===== config.mk =====
export PLATFORM = sky130hd
export DESIGN_NAME = keypad_scanner
export DESIGN_NICKNAME = d
export VERILOG_FILES = /design/src/rtl/keypad_scanner.sv
export SDC_FILE = /design/constraint.sdc
export NUM_CORES = 1
export LEC_CHECK = 0
export BUFFER_PORTS_ARGS = -buffer_cell sky130_fd_sc_hd__buf_2
export CORE_ASPECT_RATIO = 0.75
export CORE_UTILIZATION = 54
export DETAILED_ROUTE_END_ITERATION = 8
export PLACE_DENSITY_LB_ADDON = 0.05
export SYNTH_ARGS = -nofsm -noshare
export SYNTH_HDL_FRONTEND = slang
export SYNTH_SLANG_ARGS = --single-unit
export TNS_END_PERCENT = 10

===== constraint.sdc =====
create_clock -name clk -period 2.37 [get_ports clk]
set_input_delay 0.1185 -clock clk [delete_from_list [all_inputs] [get_ports clk]]
set_output_delay 0.1185 -clock clk [all_outputs]
set_load 0.01 [all_outputs]

===== src/rtl/keypad_scanner.sv =====
// 4x4 matrix keypad scanner: column drive, row sync, frame-based debounce, key decode.
// Optional auto-repeat of key_valid while a key is held is enabled by defining KEYPAD_REPEAT_EN.
module keypad_scanner #(
  parameter int unsigned SCAN_CYCLES     = 10000,
  parameter int unsigned DEBOUNCE_FRAMES = 4,
  parameter int unsigned REPEAT_FRAMES   = 250
) (
  input  logic       clk,
  input  logic       rst_n,
  input  logic [3:0] row_in,
  output logic [3:0] col_out,
  output logic [3:0] key_code,
  output logic       key_valid,
  output logic       key_pressed
);

  localparam int unsigned DWELL_W = $clog2(SCAN_CYCLES);
  localparam int unsigned FCNT_W  = $clog2(DEBOUNCE_FRAMES + 1);
  localparam logic [DWELL_W-1:0] DWELL_LAST  = DWELL_W'(SCAN_CYCLES - 1);
  localparam logic [FCNT_W-1:0]  FCNT_TARGET = FCNT_W'(DEBOUNCE_FRAMES);
  localparam logic [FCNT_W-1:0]  FCNT_ONE    = FCNT_W'(1);

  typedef enum logic [1:0] {
    S_IDLE,
    S_PRESS_DB,
    S_HELD,
    S_REL_DB
  } state_e;

  // Matrix position {row, col} to key code.
  function automatic logic [3:0] key_map(input logic [1:0] r, input logic [1:0] c);
    logic [3:0] code;
    code = 4'h0;
    case ({r, c})
      4'b00_00: code = 4'h1;
      4'b00_01: code = 4'h2;
      4'b00_10: code = 4'h3;
      4'b00_11: code = 4'hA;
      4'b01_00: code = 4'h4;
      4'b01_01: code = 4'h5;
      4'b01_10: code = 4'h6;
      4'b01_11: code = 4'hB;
      4'b10_00: code = 4'h7;
      4'b10_01: code = 4'h8;
      4'b10_10: code = 4'h9;
      4'b10_11: code = 4'hC;
      4'b11_00: code = 4'hE;
      4'b11_01: code = 4'h0;
      4'b11_10: code = 4'hF;
      4'b11_11: code = 4'hD;
      default:  code = 4'h0;
    endcase
    return code;
  endfunction

  // Lowest-index active-low row wins.
  function automatic logic [1:0] low_row(input logic [3:0] rows);
    logic [1:0] r;
    if (!rows[0])      r = 2'd0;
    else if (!rows[1]) r = 2'd1;
    else if (!rows[2]) r = 2'd2;
    else               r = 2'd3;
    return r;
  endfunction

  logic [3:0]         row_meta_q, row_meta_d;
  logic [3:0]         row_sync_q, row_sync_d;
  logic [DWELL_W-1:0] dwell_q, dwell_d;
  logic [3:0]         col_q, col_d;
  logic [1:0]         col_idx_q, col_idx_d;
  logic               acc_hit_q, acc_hit_d;
  logic [3:0]         acc_code_q, acc_code_d;
  state_e             state_q, state_d;
  logic [3:0]         cand_q, cand_d;
  logic [FCNT_W-1:0]  fcnt_q, fcnt_d;
  logic [3:0]         key_code_q, key_code_d;
  logic               key_valid_q, key_valid_d;
  logic               key_pressed_q, key_pressed_d;

  logic               terminal_c;
  logic               frame_end_c;
  logic               sample_hit_c;
  logic [3:0]         sample_code_c;
  logic               frame_hit_c;
  logic [3:0]         frame_code_c;
  logic [FCNT_W-1:0]  fcnt_inc_c;
  logic               accept_c;
  logic               release_c;

`ifdef KEYPAD_REPEAT_EN
  localparam int unsigned RPT_W = $clog2(REPEAT_FRAMES + 1);
  localparam logic [RPT_W-1:0] RPT_TARGET = RPT_W'(REPEAT_FRAMES);
  logic [RPT_W-1:0] rpt_cnt_q, rpt_cnt_d;
`else
  // REPEAT_FRAMES has no role without auto-repeat.
  logic [31:0] repeat_frames_unused;
  assign repeat_frames_unused = 32'(REPEAT_FRAMES);
`endif

  assign terminal_c    = (dwell_q == DWELL_LAST);
  assign frame_end_c   = terminal_c && (col_idx_q == 2'd3);
  assign sample_hit_c  = (row_sync_q != 4'hF);
  assign sample_code_c = key_map(low_row(row_sync_q), col_idx_q);
  assign frame_hit_c   = acc_hit_q || sample_hit_c;
  assign frame_code_c  = acc_hit_q ? acc_code_q : sample_code_c;
  assign fcnt_inc_c    = (fcnt_q == FCNT_TARGET) ? fcnt_q : fcnt_q + FCNT_ONE;

  // Scan sequencing, frame accumulation and debounce FSM next-state.
  always_comb begin
    row_meta_d    = row_in;
    row_sync_d    = row_meta_q;
    dwell_d       = terminal_c ? '0 : dwell_q + DWELL_W'(1);
    col_d         = col_q;
    col_idx_d     = col_idx_q;
    acc_hit_d     = acc_hit_q;
    acc_code_d    = acc_code_q;
    state_d       = state_q;
    cand_d        = cand_q;
    fcnt_d        = fcnt_q;
    key_code_d    = key_code_q;
    key_valid_d   = 1'b0;
    key_pressed_d = key_pressed_q;
    accept_c      = 1'b0;
    release_c     = 1'b0;
`ifdef KEYPAD_REPEAT_EN
    rpt_cnt_d     = rpt_cnt_q;
`endif

    if (terminal_c) begin
      col_d     = {col_q[2:0], col_q[3]};
      col_idx_d = col_idx_q + 2'd1;
      if (frame_end_c) begin
        acc_hit_d  = 1'b0;
        acc_code_d = 4'h0;
      end else if (!acc_hit_q && sample_hit_c) begin
        acc_hit_d  = 1'b1;
        acc_code_d = sample_code_c;
      end
    end

    if (frame_end_c) begin
      case (state_q)
        S_IDLE: begin
          if (frame_hit_c) begin
            cand_d = frame_code_c;
            fcnt_d = FCNT_ONE;
            if (FCNT_ONE == FCNT_TARGET) accept_c = 1'b1;
            else                         state_d  = S_PRESS_DB;
          end
        end
        S_PRESS_DB: begin
          if (!frame_hit_c) begin
            state_d = S_IDLE;
            fcnt_d  = '0;
          end else if (frame_code_c == cand_q) begin
            fcnt_d = fcnt_inc_c;
            if (fcnt_inc_c == FCNT_TARGET) accept_c = 1'b1;
          end else begin
            cand_d = frame_code_c;
            fcnt_d = FCNT_ONE;
          end
        end
        S_HELD: begin
          if (!frame_hit_c) begin
            fcnt_d = FCNT_ONE;
            if (FCNT_ONE == FCNT_TARGET) release_c = 1'b1;
            else                         state_d   = S_REL_DB;
          end else begin
`ifdef KEYPAD_REPEAT_EN
            if (rpt_cnt_q + RPT_W'(1) == RPT_TARGET) begin
              rpt_cnt_d   = '0;
              key_valid_d = 1'b1;
            end else begin
              rpt_cnt_d = rpt_cnt_q + RPT_W'(1);
            end
`endif
          end
        end
        S_REL_DB: begin
          if (frame_hit_c) begin
            state_d = S_HELD;
            fcnt_d  = '0;
          end else begin
            fcnt_d = fcnt_inc_c;
            if (fcnt_inc_c == FCNT_TARGET) release_c = 1'b1;
          end
        end
        default: begin
          state_d = S_IDLE;
          fcnt_d  = '0;
        end
      endcase
    end

    // Accepted press: latch code, pulse once, raise the held level.
    if (accept_c) begin
      state_d       = S_HELD;
      fcnt_d        = '0;
      key_code_d    = cand_d;
      key_valid_d   = 1'b1;
      key_pressed_d = 1'b1;
`ifdef KEYPAD_REPEAT_EN
      rpt_cnt_d     = '0;
`endif
    end

    if (release_c) begin
      state_d       = S_IDLE;
      fcnt_d        = '0;
      key_pressed_d = 1'b0;
`ifdef KEYPAD_REPEAT_EN
      rpt_cnt_d     = '0;
`endif
    end
  end

  always_ff @(posedge clk or negedge rst_n) begin
    if (!rst_n) begin
      row_meta_q    <= 4'hF;
      row_sync_q    <= 4'hF;
      dwell_q       <= '0;
      col_q         <= 4'b1110;
      col_idx_q     <= 2'd0;
      acc_hit_q     <= 1'b0;
      acc_code_q    <= 4'h0;
      state_q       <= S_IDLE;
      cand_q        <= 4'h0;
      fcnt_q        <= '0;
      key_code_q    <= 4'h0;
      key_valid_q   <= 1'b0;
      key_pressed_q <= 1'b0;
`ifdef KEYPAD_REPEAT_EN
      rpt_cnt_q     <= '0;
`endif
    end else begin
      row_meta_q    <= row_meta_d;
      row_sync_q    <= row_sync_d;
      dwell_q       <= dwell_d;
      col_q         <= col_d;
      col_idx_q     <= col_idx_d;
      acc_hit_q     <= acc_hit_d;
      acc_code_q    <= acc_code_d;
      state_q       <= state_d;
      cand_q        <= cand_d;
      fcnt_q        <= fcnt_d;
      key_code_q    <= key_code_d;
      key_valid_q   <= key_valid_d;
      key_pressed_q <= key_pressed_d;
`ifdef KEYPAD_REPEAT_EN
      rpt_cnt_q     <= rpt_cnt_d;
`endif
    end
  end

  assign col_out     = col_q;
  assign key_code    = key_code_q;
  assign key_valid   = key_valid_q;
  assign key_pressed = key_pressed_q;

endmodule


# Word-level counts from Yosys, hierarchy flattened
# Memory sizes are Yosys's and may differ from the RTL's.
# Cells that the tools add are included.
# W data, S select, Z words.
# word_totals
romBits	64
wordCells	84
inputBits	6
output_inout_bits	10
mem_count	1
register_bits	48
# mem_list
memory	words	width	rd	rd_clocked_by_memory_dff	write_ports	line_no	source
(name not given)	16	4	1	0	0	34	case ({r, c})
# op_classes
n_eq_ne	13
mux	43
n_reduce_logical	11
n_addsub	3
# op_table
op	count
$mux W4	7
$mux W3	9
$ne A4 B4 Y1 const B	5
$mux W2	9
$add A14 B1 Y14 const B	1
$eq A14 B14 Y1 const B	1
$mux W1	14
$mux W14	1
$pmux W3 S4	1
$pmux W2 S4	1
$pmux W4 S2	1
$eq A2 B2 Y1 const B	3
$eq A3 B3 Y1 const B	2
$reduce_and A5 Y1	1
$eq A4 B4 Y1	1
$reduce_bool A2 Y1	2
$add A3 B1 Y3 const B	1
$reduce_and A3 Y1	1
$reduce_bool A3 Y1	1
$add A2 B1 Y2 const B	1
$eq A2 B1 Y1 const B	1
$logic_and A1 B1 Y1	2
$logic_not A2 Y1	1
$reduce_and A2 Y1	1
2 further kinds	2

# Longest topological paths before layout
# An unclocked memory read counts as a cell.
# depth
word_depth	12
mapped_depth	9

# Least setup slack after synthesis
# No wires, ideal clock.
# synth_timing
path_type	reg-to-reg
from	register col_idx_q[0]
to	register key_code_q[0] (netlist: key_code[0])
period_less_slack_ns	2.399
arrival_ns	2.274
setup_time_ns	0.125
t_required_ns	2.245
setup_slack_ns	-0.029
stages_incl_launch_ff	10
path_buffers	1
cell_sequence	dfrtp_1 -> inv_1 -> ha_1 -> mux2_1 -> o211a_1 -> o21ai_0 -> nor4b_2 -> and4b_1 -> buf_6 -> mux2_4
# synth_via
elab_chain_cells	7
word_cells_on_any_way	14
classes_between	eq/ne (2); mux (10); reduce/logical (1); memory (1)
# synth_lines
element	line_no	source
start: declaration	70	logic [1:0] col_idx_q, col_idx_d;
start signal: assignment	240	col_idx_q <= col_idx_d;
$mem_v2 Z16 W4	--	
$mux W4	105	assign frame_code_c = acc_hit_q ? acc_code_q : sample_code_c;
$eq A4 B4 Y1	155	end else if (frame_code_c == cand_q) begin
$mux W4 or $mux W1 (tied branches)	155	
$mux W4 or $mux W1 (tied branches)	152	if (!frame_hit_c) begin
$pmux W4 S2 or $mux W1 (tied branches)	142	case (state_q)
$mux W4 or $mux W1 (tied branches)	141	if (frame_end_c) begin
end signal: assignment	246	key_code_q <= key_code_d;
end: declaration	76	logic [3:0] key_code_q, key_code_d;
# Parallel ways exist; a longest one is shown, timed or not.
# A chain may end at the register's enable or synchronous reset.

# Worst setup path after layout
# layout_timing
from	register col_idx_q[0]
to	register key_code_q[3] (netlist: key_code[3])
# The elaborated chain is that of the path after synthesis.

==> results <==
- The flow ran to the end, but the final reports show violations.
- The final reports fail on negative setup slack.
- The sequential share of the synthesized area is 0.460.
- Entering global routing, the biggest net connects 45 pins.
- The first-pass GRT wire length is 9310 um.
- The arrival time of the worst setup path is 2.62 ns.
- The start point of the critical path is col_idx_q[0]$_DFFE_PN0N_.
- The type of origin of the critical path is a flip-flop.
- The synthesized design spends more area on one cell type than any other, namely sky130_fd_sc_hd__dfrtp_1.
- The number of cell instances on the worst register-to-register path is 8.
- The initial utilization of the core area, before any placement, comes to 0.578.
- The area share of and/or/nand/nor cells after synthesis is 0.246.
- TritonCTS created 5 clock buffers.
- The number of register bits inferred by synthesis is 48.
- For this run the aggregate overflow at the end of global routing stands at 0.
- The capture point of the critical path is key_code[3]$_DFFE_PN0P_.
- Once layout is complete, the utilization of the core stands at 0.689.
- The longest clock path from root to sink contains 2 buffers.
- The remaining antenna violation count is 0.
- For this block, the initial DRC count from the detailed router was 95.
- The placed instance count is 351.
- In the synthesized netlist the dominant register cell turns out to be sky130_fd_sc_hd__dfrtp_1.
- During placement, the flow inserted port buffers numbering 15.
- Along the worst path, the maximum fanout reaches 5.
- The path type of the worst setup path is reg2reg.
- The synthesized instance count is 263.
- Prior to clock tree synthesis, the placed netlist has a worst setup slack of -0.142 ns.
- The pre-antenna-repair detailed-routing pass consisted of 4 iterations.
- The power share of the sequential group is 0.589.
- Yosys mapped a number of flops with a built-in enable equal to 0.
- Max-cap violations in this run came to 0.
- Yosys printed 0 warnings.
- The routed layout has 2048 vias.
- Detailed placement finished with a half-perimeter wire length of 3970 um.
- The final design area excluding fillers is 0.00315 mm2.
- The final worst setup slack is -0.0537 ns.
- The count of unresolved DRC violations after routing is 0.
- In this run the power spent charging and discharging nets is 0.000316 W.
- Fill cells in the final layout number 362.
- The proportion of power drawn by combinational gates is 0.054.
- Leaving out filler cells and counting taps, the final layout contains 368.
- The clock slew at the register clock pins of the worst setup and hold paths is 0.08 ns.
- The cell internal power dissipation is 0.00110 W.
- STA classifies the critical path endpoint as a flip-flop.
- The share of synthesized cell area in full adder, half adder and majority cells is 0.0379.
- The via count of the first global-routing pass is 1981.
- Setup repair after global routing could not meet its margin everywhere.
- The initial antenna violation count is 0.
- The final net count is 324.
- The share of the synthesized area in compound gates (AO/OA/AOI/OAI) is 0.124.
- The deepest level of the CTS H-tree is 2.
- Row generation in the floorplan step produced 21 rows.
- The per-cell routed wire length is 15.3 um.
- Of the cells placed in the final design, the portion with a size suffix greater than 1 is 0.289.
- The core box area is 0.00457 mm2.
- Power spread over the standard cell area amounts to 451 mW/mm2.
- Across every metal layer, demand over resource in global routing totals 0.241.
- During I/O placement, the number of pins put on the boundary was 16.
- Registers take 0.00121 mm2.
- For the final database, setup skew stands at 0.00768 ns.
- The congestion estimate from routability-driven global placement came to 0.921.
- The most common cell in the synthesized netlist is sky130_fd_sc_hd__dfrtp_1.
- The part of the power in the clock network is 0.357.
- The die is 62.6 um tall.
- The fraction of synthesized area in multiplexers is 0.0473.
- In this run the horizontal extent of the chip is 82.8 um.
- At the pin with the least slew margin, the transition time is 0.963 ns.
- The die covers 0.00518 mm2.
- The antenna cell count is 0.
- The number of pins exceeding their max-slew limit in the final report is 0.
- IR analysis of the VDD net gives a maximum drop of 0.470 mV.
- Summed over all layers, the routed wires come to 5640 um.
- In this run the tightest slew margin relative to its limit is 0.358.
- The share of synthesized area in the top cell type comes to 0.350.
- Using the TritonRoute via totals, the vias-per-cell ratio works out to 5.57.
- The netlist area before placement is 0.00264 mm2.
- In the finished design, the share of the clock period the worst path needs comes to 1.02.
- Counting instances in the post-synthesis netlist gives the leading cell types as sky130_fd_sc_hd__dfrtp_1, sky130_fd_sc_hd__nand2_1, sky130_fd_sc_hd__nor2_1, sky130_fd_sc_hd__o21ai_0, sky130_fd_sc_hd__dfstp_2.
- The clock drives 48 sinks.
- Of all flip-flops after synthesis, the portion carrying an async set or reset was 1.00.
- The layout overhead on the synthesized area is 19.1%.
- At the later pin of the worst-skew pair, clock insertion delay measures 0.31 ns.
- The placed instances occupy a cell area of 0.00292 mm2.
- The type of the tightest min-delay check is reg2reg.
- The final critical-path required period is 2.42 ns.
- Summed over all cells, the static leakage comes to 1.48 nW.
- The synthesized netlist net count is 277.
- Static timing analysis puts the maximum clock frequency at 413 MHz.
- The total count of hold-check failures in the final report is 0.
- In the post-synthesis netlist, the biggest area contributors are sky130_fd_sc_hd__dfrtp_1, sky130_fd_sc_hd__dfstp_2, sky130_fd_sc_hd__nand2_1.
- The worst register-to-register path begins at col_idx_q[0]$_DFFE_PN0N_.
- CTS placed an instance of sky130_fd_sc_hd__clkbuf_8 at the clock tree root.
- A synthesized cell averages 10.0 um2.
- In this run the critical register-to-register path is captured at key_code[3]$_DFFE_PN0P_.
- The number of distinct library cells after synthesis is 56.
- Setup violations remaining at the end of the flow were counted as 4.
- The worst-case register-to-register setup slack is -0.05 ns.
- Summing all multi-input logic gate instances after layout gives 0.00141 mm2.
- The fraction of power spent switching nets is 0.223.
- For the worst setup path, the data required time is 2.57 ns.
- The post-synthesis xor/xnor area fraction is 0.0530.
- The CTS tree is done.
- The largest family of logic cells by synthesized area is simple AND/OR/NAND/NOR gates.
==> critical path, stage by stage (launching register included) <==
cell	delay [ns]
sky130_fd_sc_hd__dfrtp_1	0.43
sky130_fd_sc_hd__inv_2	0.13
sky130_fd_sc_hd__ha_4	0.22
sky130_fd_sc_hd__mux2_1	0.31
sky130_fd_sc_hd__mux2i_1	0.21
sky130_fd_sc_hd__a31o_2	0.23
sky130_fd_sc_hd__xnor2_2	0.12
sky130_fd_sc_hd__and4b_2	0.35
sky130_fd_sc_hd__mux2_4	0.31
==> cell usage in the layout (no fill, tap or decap), drive strengths merged, types with 3 or more instances in the layout <==
cell         netlist  final
nor2b              4      4
and2               4      4
inv               10     10
nand2             36     36
xnor2             10     10
nand2b             5      5
dfstp             11     11
o21ai             22     22
dfrtp             37     37
mux2               8      8
nor4               4      4
xor2               6      6
nand4              7      7
and3               5      5
dlygate4sd3        0      5
buf                4     42
or2                4      4
ha                 8      8
clkbuf             3      8
nand3             10     10
a21oi              9      9
nor2              19     19
nor3               3      3
==> registers in the layout (all words and copies together) (netlist names) <==
register,count
acc_hit_q,1
row_meta_q,4
col_out,4
acc_code_q,4
fcnt_q,3
col_idx_q,2
key_pressed,1
cand_q,4
row_sync_q,4
key_valid,1
key_code,4
state_q,2
dwell_q,14
==> stage by stage <==
stage	total power (W)	hold WS, ns	setup TNS, ns
global placement	0.000915	0.223	-0.171
global route	0.00147	0.361	-0.689
CTS	0.00143	0.359	-0.0674
detailed placement	0.000917	0.225	-0.544
floorplan	0.000879	-0.177	0
finish	0.00142	0.358	-0.210
==> area by class of cell <==
type / instances / share of cell area
flip-flops and latches: 48 / 0.386
repair buffers: 47 / 0.104
multi-input cells: 198 / 0.447
clock buffers: 8 / 0.0286
well taps: 57 / 0.0227
inverters: 10 / 0.0119
==> worst min-delay path by stage <==
stage | from | to | slack, ns | cells after the start
after floorplan | rst_n | acc_code_q[0]$_DFFE_PN0P_ | -0.18 | 0
after global placement | row_in[1] | row_meta_q[1]$_DFF_PN1_ | 0.22 | 1
after detailed placement | row_in[0] | row_meta_q[0]$_DFF_PN1_ | 0.22 | 1
after CTS | row_meta_q[0]$_DFF_PN1_ | row_sync_q[0]$_DFF_PN1_ | 0.36 | 0
after global routing | row_meta_q[0]$_DFF_PN1_ | row_sync_q[0]$_DFF_PN1_ | 0.36 | 0
final | row_meta_q[0]$_DFF_PN1_ | row_sync_q[0]$_DFF_PN1_ | 0.36 | 0
==> timing repair <==
item	CTS	global route
resized for setup	5	7
setup buffers	1	3
setup endpoints to repair	4	5
hold buffers	5	0
endpoints found under the hold margin	9	0
pin swaps	4	5
==> cell families (layout without fill, tap and decap cells) <==
| kind of cell | after synthesis | after routing |
|---|---|---|
| xor+xnor | 16 | 16 |
| buf+inv | 17 | 65 |
| compound gates | 51 | 51 |
| mux | 10 | 10 |
| simple gates | 113 | 113 |
| flops | 48 | 48 |
| fa+ha+maj | 8 | 8 |
==> layer usage <==
layer	GRT usage	up-vias	wire length [um]
met2	0.361	43	2490
met4	0.0539	0	72
met3	0.0701	8	228
li1	-	1019	-
met1	0.346	978	2850
met5	0	-	0
==> power groups by stage <==
stage	sequential, W	combinational [W]	clock (W)
detailed placement	0.000852	0.0000645	0
global route	0.000838	0.0000842	0.000549
floorplan	0.000850	0.0000290	0
global placement	0.000852	0.0000623	0
finish	0.000837	0.0000763	0.000507
CTS	0.000837	0.0000725	0.000518
(Power assumes the default switching activity.)
